## src/rtl/mul_arbiter_if.sv

```systemverilog
`default_nettype none
// ============================================================================
// Module      : mul_arbiter_if
// Description : Requester, multiplier and response signals of mul_arbiter.
// Revision    : 1.0 - initial release
// ============================================================================
interface mul_arbiter_if #(
    parameter int NREQ  = 2,
    parameter int SIZE1 = 4,
    parameter int SIZE2 = 4
);
    localparam int c_IDW = (NREQ > 2) ? $clog2(NREQ) : 1;

    logic [NREQ-1:0]       req_valid;
    logic [NREQ*SIZE1-1:0] req_a;
    logic [NREQ*SIZE2-1:0] req_b;
    logic [NREQ-1:0]       req_ready;
    logic [NREQ-1:0]       req_en;
    logic [SIZE1-1:0]      mul_a;
    logic [SIZE2-1:0]      mul_b;
    logic [SIZE1+SIZE2-1:0] mul_y;
    logic                  rsp_valid;
    logic [c_IDW-1:0]      rsp_id;
    logic [SIZE1+SIZE2-1:0] rsp_y;
    logic                  busy;
    logic [3:0]            inflight;

    modport slave (
        input  req_valid, req_a, req_b, req_en, mul_y,
        output req_ready, mul_a, mul_b, rsp_valid, rsp_id, rsp_y, busy, inflight
    );

    modport master (
        output req_valid, req_a, req_b, req_en, mul_y,
        input  req_ready, mul_a, mul_b, rsp_valid, rsp_id, rsp_y, busy, inflight
    );
endinterface
`default_nettype wire

```

## src/rtl/mul_arbiter.sv

```systemverilog
`default_nettype none
// ============================================================================
// Module      : mul_arbiter
// Description : Round-robin issue arbiter sharing one pipelined multiplier,
//               returning each product tagged with its requester index.
// Revision    : 1.0 - initial release
// ============================================================================
module mul_arbiter #(
    parameter int NREQ  = 2,
    parameter int STAGE = 1,
    parameter int SIZE1 = 4,
    parameter int SIZE2 = 4
) (
    input  logic         clk,
    input  logic         rst_n,
    mul_arbiter_if.slave bus
);
    localparam int c_IDW = (NREQ > 2) ? $clog2(NREQ) : 1;
    localparam int c_YW  = SIZE1 + SIZE2;
    localparam logic [c_IDW-1:0] c_LAST_ID = c_IDW'(NREQ - 1);

    logic [NREQ-1:0]  w_elig;
    logic [NREQ-1:0]  w_upper;
    logic [NREQ-1:0]  w_pick;
    logic [NREQ-1:0]  w_grant;
    logic [c_IDW-1:0] w_gid;
    logic             w_xfer;
    logic [SIZE1-1:0] w_a;
    logic [SIZE2-1:0] w_b;

    logic [c_IDW-1:0] r_ptr;
    logic [SIZE1-1:0] r_mul_a;
    logic [SIZE2-1:0] r_mul_b;
    logic             r_tag_v  [STAGE];
    logic [c_IDW-1:0] r_tag_id [STAGE];
    logic             r_rsp_valid;
    logic [c_IDW-1:0] r_rsp_id;
    logic [c_YW-1:0]  r_rsp_y;
    logic [3:0]       r_inflight;

    assign w_elig = bus.req_valid & bus.req_en;

    // Prefer eligible requesters at or above ptr; fall back to the lowest
    // eligible index, which realises the upward search with wrap.
    always_comb begin : p_arb
        w_upper = '0;
        w_grant = '0;
        w_gid   = '0;
        w_xfer  = 1'b0;
        w_a     = '0;
        w_b     = '0;
        for (int k = 0; k < NREQ; k++) begin
            w_upper[k] = (k >= int'(r_ptr));
        end
        w_pick = ((w_elig & w_upper) != '0) ? (w_elig & w_upper) : w_elig;
        for (int k = 0; k < NREQ; k++) begin
            if (!w_xfer && w_pick[k]) begin
                w_xfer     = 1'b1;
                w_gid      = c_IDW'(k);
                w_grant[k] = 1'b1;
                w_a        = bus.req_a[k*SIZE1 +: SIZE1];
                w_b        = bus.req_b[k*SIZE2 +: SIZE2];
            end
        end
    end

    always_ff @(posedge clk or negedge rst_n) begin : p_issue
        if (!rst_n) begin
            r_ptr   <= '0;
            r_mul_a <= '0;
            r_mul_b <= '0;
        end else if (w_xfer) begin
            r_ptr   <= (w_gid == c_LAST_ID) ? '0 : w_gid + c_IDW'(1);
            r_mul_a <= w_a;
            r_mul_b <= w_b;
        end
    end

    // Tag stage STAGE-1 lines up with the product of its operands on mul_y.
    always_ff @(posedge clk or negedge rst_n) begin : p_tags
        if (!rst_n) begin
            for (int k = 0; k < STAGE; k++) begin
                r_tag_v[k]  <= 1'b0;
                r_tag_id[k] <= '0;
            end
        end else begin
            r_tag_v[0]  <= w_xfer;
            r_tag_id[0] <= w_gid;
            for (int k = 1; k < STAGE; k++) begin
                r_tag_v[k]  <= r_tag_v[k-1];
                r_tag_id[k] <= r_tag_id[k-1];
            end
        end
    end

    always_ff @(posedge clk or negedge rst_n) begin : p_rsp
        if (!rst_n) begin
            r_rsp_valid <= 1'b0;
            r_rsp_id    <= '0;
            r_rsp_y     <= '0;
        end else begin
            r_rsp_valid <= r_tag_v[STAGE-1];
            r_rsp_id    <= r_tag_id[STAGE-1];
            if (r_tag_v[STAGE-1]) begin
                r_rsp_y <= bus.mul_y;
            end
        end
    end

    always_ff @(posedge clk or negedge rst_n) begin : p_count
        if (!rst_n) begin
            r_inflight <= 4'd0;
        end else begin
            case ({w_xfer, r_rsp_valid})
                2'b10:   r_inflight <= r_inflight + 4'd1;
                2'b01:   r_inflight <= r_inflight - 4'd1;
                default: r_inflight <= r_inflight;
            endcase
        end
    end

    assign bus.req_ready = w_grant;
    assign bus.mul_a     = r_mul_a;
    assign bus.mul_b     = r_mul_b;
    assign bus.rsp_valid = r_rsp_valid;
    assign bus.rsp_id    = r_rsp_id;
    assign bus.rsp_y     = r_rsp_y;
    assign bus.inflight  = r_inflight;
    assign bus.busy      = (r_inflight != 4'd0);
endmodule
`default_nettype wire

```

## src/flat_wrapper.sv

```systemverilog
// flat-port wrapper written by rule: the top's interface ports become plain ports
module mul_arbiter_flat 
#(
    parameter int NREQ  = 2,
    parameter int STAGE = 1,
    parameter int SIZE1 = 4,
    parameter int SIZE2 = 4
)
  (clk, rst_n, bus_req_valid, bus_req_a, bus_req_b, bus_req_en, bus_mul_y, bus_req_ready, bus_mul_a, bus_mul_b, bus_rsp_valid, bus_rsp_id, bus_rsp_y, bus_busy, bus_inflight);
  mul_arbiter_if #(.NREQ(NREQ), .SIZE1(SIZE1), .SIZE2(SIZE2)) bus_i ();
  input  logic clk;
  input  logic rst_n;
  input wire logic [$bits(bus_i.req_valid)-1:0] bus_req_valid;
  input wire logic [$bits(bus_i.req_a)-1:0] bus_req_a;
  input wire logic [$bits(bus_i.req_b)-1:0] bus_req_b;
  input wire logic [$bits(bus_i.req_en)-1:0] bus_req_en;
  input wire logic [$bits(bus_i.mul_y)-1:0] bus_mul_y;
  output wire logic [$bits(bus_i.req_ready)-1:0] bus_req_ready;
  output wire logic [$bits(bus_i.mul_a)-1:0] bus_mul_a;
  output wire logic [$bits(bus_i.mul_b)-1:0] bus_mul_b;
  output wire logic [$bits(bus_i.rsp_valid)-1:0] bus_rsp_valid;
  output wire logic [$bits(bus_i.rsp_id)-1:0] bus_rsp_id;
  output wire logic [$bits(bus_i.rsp_y)-1:0] bus_rsp_y;
  output wire logic [$bits(bus_i.busy)-1:0] bus_busy;
  output wire logic [$bits(bus_i.inflight)-1:0] bus_inflight;
  assign bus_i.req_valid = bus_req_valid;
  assign bus_i.req_a = bus_req_a;
  assign bus_i.req_b = bus_req_b;
  assign bus_i.req_en = bus_req_en;
  assign bus_i.mul_y = bus_mul_y;
  assign bus_req_ready = bus_i.req_ready;
  assign bus_mul_a = bus_i.mul_a;
  assign bus_mul_b = bus_i.mul_b;
  assign bus_rsp_valid = bus_i.rsp_valid;
  assign bus_rsp_id = bus_i.rsp_id;
  assign bus_rsp_y = bus_i.rsp_y;
  assign bus_busy = bus_i.busy;
  assign bus_inflight = bus_i.inflight;
  mul_arbiter #(.NREQ(NREQ), .STAGE(STAGE), .SIZE1(SIZE1), .SIZE2(SIZE2)) u_core (.clk(clk), .rst_n(rst_n), .bus(bus_i));
endmodule
```

## config.mk

```make
export PLATFORM = sky130hd
export DESIGN_NAME = mul_arbiter_flat
export DESIGN_NICKNAME = d
export VERILOG_FILES = /design/src/rtl/mul_arbiter_if.sv /design/src/rtl/mul_arbiter.sv /design/src/flat_wrapper.sv
export SDC_FILE = /design/constraint.sdc
export NUM_CORES = 1
export LEC_CHECK = 0
export BUFFER_PORTS_ARGS = -buffer_cell sky130_fd_sc_hd__buf_2
export CELL_PAD_IN_SITES_DETAIL_PLACEMENT = 1
export CELL_PAD_IN_SITES_GLOBAL_PLACEMENT = 1
export CORE_MARGIN = 2
export CORE_UTILIZATION = 32
export CTS_BUF_LIST = sky130_fd_sc_hd__clkbuf_4 sky130_fd_sc_hd__clkbuf_8
export DETAILED_ROUTE_END_ITERATION = 10
export GPL_TIMING_DRIVEN = 0
export PLACE_DENSITY = 0.76
export SLEW_MARGIN = 20
export SYNTH_ARGS = -nofsm -noshare
export SYNTH_HDL_FRONTEND = slang
export SYNTH_SLANG_ARGS = --single-unit
```

## constraint.sdc

```tcl
create_clock -name clk -period 1.5 [get_ports clk]
set_clock_uncertainty 0.05 [all_clocks]
set_input_delay 0.075 -clock clk [delete_from_list [all_inputs] [get_ports clk]]
set_output_delay 0.075 -clock clk [all_outputs]
set_load 0.02 [all_outputs]
```

==> metrics.log, run 1 <==
[metrics] input/output buffers: 54
[metrics] worst-path fanout max: 5
[metrics] sinks on the clock net: 25
[metrics] launch point of the worst path: u_core.bus.rsp_valid
[metrics] All-Layer GR Usage: 0.1978
[metrics] final RePlAce weighted congestion: 0.7554
[metrics] number of nets in the final layout: 212
[metrics] Yosys Warn Count: 0
[metrics] number of H-tree branching levels: 1
[metrics] LEAKAGE: 0.8876 nW
[metrics] area grow syn2layout: 69.74%
[metrics] Final setup violation count: 4
[metrics] result of the run: finished with violations
[metrics] number of nets in the synthesized netlist: 117
[metrics] longest individual stage delay on the worst path: 0.44 ns
[metrics] min setup slack post-route: -0.1378 ns
[metrics] Horiz. Die Dim: 62.96 µm
[metrics] element type at the critical path end: flop
[metrics] CTS buffer count: 3
[metrics] buffer depth of the longest clock path: 2
[metrics] portion of the clock cycle consumed by the worst path in the final layout: 1.092
[metrics] setup slack of the worst register-to-register path: -0.14 ns
[metrics] detail-routed via count per cell: 4.871
[metrics] synth unique cells: 31
[metrics] detailed placement HPWL: about 2200 µm
[metrics] number of placed I/O pins: 55
[metrics] effective utilization at floorplan: 0.3333
[metrics] hold crit path type: input pin to flop
[metrics] slowest CP cell: sky130_fd_sc_hd__dfrtp_2
[metrics] Mapped Area: 0.001112 mm²
[metrics] buffer type at the clock tree root: sky130_fd_sc_hd__clkbuf_4
[metrics] number of max-slew violations in the final report: 0
[metrics] critical path required time: 1.63 ns
[metrics] Fillers: 376
[metrics] combined area of the multi-input logic cells: 515.5 µm²
[metrics] critical path startpoint category: flop
[metrics] final design instance area without fill: 0.001888 mm²
[metrics] data arrival time at the worst-slack endpoint: 1.77 ns
[metrics] minimum clock period after layout: between 1.5 and 2 ns
[metrics] number of routed nets with antenna violations: 0
[metrics] clock latency reported for the late side of the worst-skew pair: roughly 0.30 ns
[metrics] fraction of layout cells with a size suffix above 1: 0.5056
[metrics] number of non-filler instances in the completed layout: about 220
[metrics] total number of vias: 1091
[metrics] ordered cell list for the critical path: ha_4, or3b_4, a2111oi_4, o221ai_1
[metrics] detailed-route wire length: 3621 µm
[metrics] Cell Rows: 21
[metrics] global-route wire length before repair: 6127 µm
[metrics] Worst Min Path Start: bus_req_b[6]
[metrics] number of global-route vias before repair: 1268
[metrics] Crit Path Class: flop to flop
[metrics] cell count after synthesis: 84
[metrics] TritonCTS clock tree: done
[metrics] flops & latches, synth: 25
[metrics] Max Fclk: slightly above 600 MHz
[metrics] number of max-cap violations: 0
[metrics] number of antenna violations at the first check in global routing: 0
[metrics] initial drt markers: 24
[metrics] actual transition at the worst max-transition pin: between 0.5 and 0.6 ns
[metrics] final count of hold timing violations: 0
[metrics] area of the core region: between 0.003 and 0.004 mm²
[metrics] total area of sequential cells: 630.6 µm²
[metrics] RSZ-0062 raised after global routing: yes
[metrics] clock-pin slew on the worst setup and hold paths: between 0.1 and 0.15 ns
[metrics] maximum vdd ir drop: 437.4 µV
[metrics] total negative setup slack: -0.2974 ns
[metrics] post-layout total power: 2.247 mW
[metrics] violated checks: setup timing
[metrics] number of iterations in the first detailed-routing pass: 4
[metrics] overflow left after global routing: 0
[metrics] critical register-to-register path startpoint: u_core.bus.rsp_valid
[metrics] number of remaining DRC errors: 0
[metrics] number of antenna repair diodes: 0
[metrics] fraction of the yosys area taken by sequential cells: 0.5624
[metrics] total cell area at the placement stage: between 0.001 and 0.0015 mm²
[metrics] Die Height: 62.96 µm
[metrics] power density of the placed cells: 1190 mW/mm²
[metrics] worst slew slack as a fraction of its limit: 0.6392
[metrics] Die Footprint: 0.003963 mm²
[metrics] pin count of the biggest net entering global routing: 26
[metrics] wire length per cell: 16.17 µm
[metrics] Mean Syn Cell Area: about 13 µm²
[metrics] count of placed standard cells including taps: between 150 and 200
[logic make-up (layout without fill, tap and decap cells)]
kind of cell,count (synthesis),after routing,share of synthesized area
multiplexers,10,10,0.1001
XOR/XNOR,3,3,0.02363
flip-flops,25,25,0.5624
buffers and inverters,8,102,0.03038
AO/OA/AOI/OAI,19,19,0.1552
adder cells (fa/ha/maj),3,3,0.03375
AND/OR/NAND/NOR,16,16,0.09449
[cells in the mapped netlist, drive strengths merged]
master | count | share of area
o221a | 3 | 0.030
a21oi | 2 | 0.0090
xor2 | 1 | 0.0079
a2111oi | 1 | 0.013
a221o | 5 | 0.045
nand2 | 1 | 0.0034
nor2b | 1 | 0.0056
nand2b | 3 | 0.017
inv | 5 | 0.017
xnor2 | 2 | 0.016
ha | 3 | 0.034
o211ai | 1 | 0.0068
a31oi | 1 | 0.0056
o21a | 1 | 0.0068
or3b | 1 | 0.0079
a31o | 1 | 0.0079
o41ai | 1 | 0.0079
nand3b | 1 | 0.0068
nor2 | 1 | 0.0034
dfrtp | 25 | 0.56
or4b | 1 | 0.0090
clkbuf | 2 | 0.0068
mux2 | 9 | 0.091
and2 | 5 | 0.028
o221ai | 1 | 0.0079
buf | 1 | 0.0068
or4 | 2 | 0.013
mux2i | 1 | 0.0090
a21o | 1 | 0.0079
a22oi | 1 | 0.0068
[through the flow]
stage	util	hold slack [ns]	worst slack [ns]
2_1_floorplan	-	-0.2706	-0.2289
3_3_place_gp	0.4466	0.04049	-0.5936
3_5_place_dp	0.4466	0.05233	-0.6449
4_1_cts	0.5594	0.00009126	-0.1369
5_1_grt	0.5658	0.002898	-0.2040
6_report	0.5658	0.006959	-0.1378
[metal layers]
metal  track usage  vias up  wire (µm)  part of all wire
li1              -      500          -                 -
met5             0        -          0                 0
met2        0.3830       34       2030              0.56
met3       0.02523        4        152             0.042
met4       0.05556        0         29            0.0080
met1        0.2230      553       1409              0.39
[cell usage in the layout (no fill, tap or decap), drive strengths merged, types with 2 or more instances in the layout]
cell	count
buf	68
xnor2	2
a221o	5
mux2	9
clkbuf	5
inv	5
nand2b	3
a21oi	2
ha	3
and2	5
dlygate4sd3	24
o221a	3
or4	2
dfrtp	25
[final cells by class]
class                           count  share of cell area
Multi-Input combinational cell     51              0.2730
Inverter                            5            0.009940
Sequential cell                    25              0.3340
Tap cell                           46             0.03048
Clock buffer                        4             0.01590
Buffer                              2            0.007952
Timing Repair Buffer               91              0.3287
[state kept, by name (all words and copies together), names as in the netlist]
| register | cells |
|---|---|
| u_core.r_tag_id | 1 |
| u_core.bus.inflight | 4 |
| u_core.bus.mul_a | 4 |
| u_core.r_tag_v | 1 |
| u_core.bus.rsp_id | 1 |
| u_core.bus.rsp_valid | 1 |
| u_core.r_ptr | 1 |
| u_core.bus.rsp_y | 8 |
| u_core.bus.mul_b | 4 |
[critical path: cells and delay by family, from the launching register on]
kind / cells / cell delay [ns]
flip-flops: 1 / 0.44
AND/OR/NAND/NOR: 1 / 0.40
AO/OA/AOI/OAI: 2 / 0.46
adder cells (fa/ha/maj): 1 / 0.17
[repair_timing]
action,CTS,global route
setup buffers,12,1
pin swaps,5,1
endpoints found under the setup margin,6,6
gates resized for setup,9,4
hold buffers,24,1
endpoints found under the hold margin,42,1
[worst paths after layout]
check	to	cells past startpoint
worst max register to register	u_core.bus.inflight[3]	4
worst min-delay path	u_core.bus.mul_b[2]	2
worst min register to register	u_core.bus.rsp_id	0
worst max-delay path	u_core.bus.inflight[3]	4
max in group asynchronous	u_core.bus.rsp_valid	2
min in group asynchronous	u_core.bus.inflight[3]	2
[report_power, final]
part	total [mW]	switching (mW)	internal, mW
registers	0.927	0.115	0.812
logic	1.01	0.503	0.505
clock network	0.312	0.190	0.122
Power figures use the tool's default switching activity.
==> run 2: changes to the inputs <==
--- a/config.mk
+++ b/config.mk
@@ -12,7 +12,6 @@
 export CORE_UTILIZATION = 32
 export CTS_BUF_LIST = sky130_fd_sc_hd__clkbuf_4 sky130_fd_sc_hd__clkbuf_8
 export DETAILED_ROUTE_END_ITERATION = 10
-export GPL_TIMING_DRIVEN = 0
 export PLACE_DENSITY = 0.76
 export SLEW_MARGIN = 20
 export SYNTH_ARGS = -nofsm -noshare
==> metrics.log, run 2 (synthesized netlist as in run 1, its figures left out) <==
[metrics] result of the run: finished with violations
[metrics] violated checks: setup timing
[metrics] number of max-slew violations in the final report: 0
[metrics] final design instance area without fill: 0.001963 mm²
[metrics] most frequent standard cell in the layout excluding fill and tap cells: sky130_fd_sc_hd__buf_2
[metrics] detail-routed via count per cell: 4.891
[metrics] total area of sequential cells: 626.9 µm²
[metrics] CTS buffer count: 3
[metrics] endpoint of the worst hold-timing path: u_core.r_ptr
[metrics] critical path startpoint category: flop
[metrics] post-layout total power: 2.363 mW
[metrics] Final setup violation count: 4
[metrics] wire length per cell: 17.71 µm
[metrics] number of antenna repair diodes: 0
[metrics] number of routed nets with antenna violations: 0
[metrics] Worst Reg2Reg Path Length in Cells: 5
[metrics] Die Footprint: 0.003963 mm²
[metrics] Crit Path Class: flop to flop
[metrics] overflow left after global routing: 0
[metrics] combined area of the multi-input logic cells: 535.5 µm²
[metrics] clock-pin slew on the worst setup and hold paths: 0.15 ns
[metrics] final RePlAce weighted congestion: around 0.74
[metrics] setup slack of the worst register-to-register path: -0.19 ns
[metrics] critical path required time: around 1.7 ns
[metrics] reg2reg end: u_core.bus.inflight[3]
[metrics] global-route wire length before repair: 6417 µm
[metrics] number of H-tree branching levels: 1
[metrics] number of antenna violations at the first check in global routing: 0
[metrics] minimum clock period after layout: between 1.5 and 2 ns
[metrics] cell depth of the worst min-delay path: 3
[metrics] Die Height: 62.96 µm
[metrics] Fillers: 385
[metrics] total number of vias: around 1100
[metrics] min setup slack post-route: -0.1901 ns
[metrics] actual transition at the worst max-transition pin: 0.5547 ns
[metrics] Max Fclk: 591.7 MHz
[metrics] maximum vdd ir drop: slightly above 600 µV
[metrics] pin count of the biggest net entering global routing: 26
[metrics] number of global-route vias before repair: about 1300
[metrics] Worst Min Path Start: bus_req_en[1]
[metrics] worst slew slack as a fraction of its limit: 0.6302
[metrics] number of nets in the final layout: 217
[metrics] buffer depth of the longest clock path: 2
[metrics] effective utilization at floorplan: 0.3333
[metrics] TritonCTS clock tree: done
[metrics] All-Layer GR Usage: 0.2122
[metrics] sinks on the clock net: 25
[metrics] buffer type at the clock tree root: sky130_fd_sc_hd__clkbuf_4
[metrics] input/output buffers: 54
[metrics] initial drt markers: 26
[metrics] Horiz. Die Dim: around 63 µm
[metrics] detailed-route wire length: 4055 µm
[metrics] hold crit path type: input pin to flop
[metrics] Largest register FFs: 8
[metrics] worst-path fanout max: 3
[metrics] number of placed I/O pins: 55
[metrics] number of iterations in the first detailed-routing pass: 4
[metrics] RSZ-0062 raised after global routing: yes
[metrics] total negative setup slack: -0.5536 ns
[metrics] Layout Utilization: 0.5883
[metrics] fraction of layout cells with a size suffix above 1: 0.5137
[metrics] total cell area at the placement stage: 0.001555 mm²
[metrics] Cell Rows: 21
[metrics] top library cells by usage in the layout, fill and taps aside: 52 x sky130_fd_sc_hd__buf_2, 25 x sky130_fd_sc_hd__dlygate4sd3_1, 24 x sky130_fd_sc_hd__dfrtp_1
[metrics] element type at the critical path end: flop
[metrics] critical register-to-register path startpoint: u_core.bus.rsp_valid
[metrics] LEAKAGE: between 0.9 and 1 nW
[metrics] data arrival time at the worst-slack endpoint: 1.89 ns
[metrics] portion of the clock cycle consumed by the worst path in the final layout: 1.127
[metrics] clock latency reported for the late side of the worst-skew pair: 0.33 ns
[metrics] number of max-cap violations: 0
[metrics] area grow syn2layout: 76.49%
[metrics] detailed placement HPWL: around 2600 µm
[metrics] area of the core region: around 0.0033 mm²
[metrics] number of remaining DRC errors: 0
[metrics] power density of the placed cells: 1204 mW/mm²
[metrics] final count of hold timing violations: 0
[metrics] post-placement setup slack: -0.2486 ns
==> run 2: changes by cell type in the layout (fill, tap and decap cells not counted), sizes merged <==
| cell | previous run | this run |
|---|---|---|
| clkbuf | 5 | 3 |
| clkinvlp | 0 | 1 |
| buf | 68 | 73 |
| dlygate4sd3 | 24 | 25 |
==> run 2: metrics by stage <==
step | cells | hold slack [ns]
3_3_place_gp | 193 | 0.03861
6_report | 229 | 0.04673
2_1_floorplan | 84 | -0.2706
3_5_place_dp | 193 | 0.05120
4_1_cts | 227 | 0.001287
5_1_grt | 229 | 0.03738
==> run 2: worst max-delay path by stage <==
stage                               from                     end  slack [ns]
floorplan                  bus_req_en[0]  u_core.bus.inflight[3]       -0.23
global placement           bus_req_en[0]  u_core.bus.inflight[3]       -0.17
detailed placement         bus_req_en[0]  u_core.bus.inflight[3]       -0.25
CTS                 u_core.bus.rsp_valid  u_core.bus.inflight[3]       -0.18
global route        u_core.bus.rsp_valid  u_core.bus.inflight[3]       -0.23
finish              u_core.bus.rsp_valid  u_core.bus.inflight[3]       -0.19
==> run 2: layer usage <==
metal  up-vias  wire length [µm]  share of wire  global-route usage
li1        512                 -              -                   -
met1       560              1484           0.37              0.2123
met2        42              2317           0.57              0.4242
met3         6               205          0.051             0.04685
met4         0                47          0.012             0.06667
met5         -                 0              0                   0
==> run 2: worst max-delay path: stages (launching register included) <==
cell	delay [ns]
sky130_fd_sc_hd__dfrtp_2	0.47
sky130_fd_sc_hd__buf_6	0.13
sky130_fd_sc_hd__ha_4	0.24
sky130_fd_sc_hd__or4b_4	0.48
sky130_fd_sc_hd__a21o_4	0.20
sky130_fd_sc_hd__o221ai_2	0.05
==> run 2: layout make-up <==
cell class / instances / area share
Clock buffer: 3 / 0.01147
Clock inverter: 1 / 0.003824
Inverter: 5 / 0.009560
Multi-Input combinational cell: 51 / 0.2728
Sequential cell: 25 / 0.3193
Tap cell: 46 / 0.02932
Timing Repair Buffer: 98 / 0.3537
==> run 2: power breakdown <==
group          total (mW)  internal, mW  switching (mW)
clock               0.322         0.102           0.220
combinational        1.11         0.557           0.553
sequential          0.930         0.803           0.127
total                2.36          1.46           0.900
==> run 2: timing repair <==
item / in CTS / in global routing
resized for setup: 6 / 11
pin swaps: 2 / 3
hold endpoints to repair: 41 / 1
hold buffers: 24 / 1
setup buffers: 6 / 2
endpoints found under the setup margin: 5 / 6
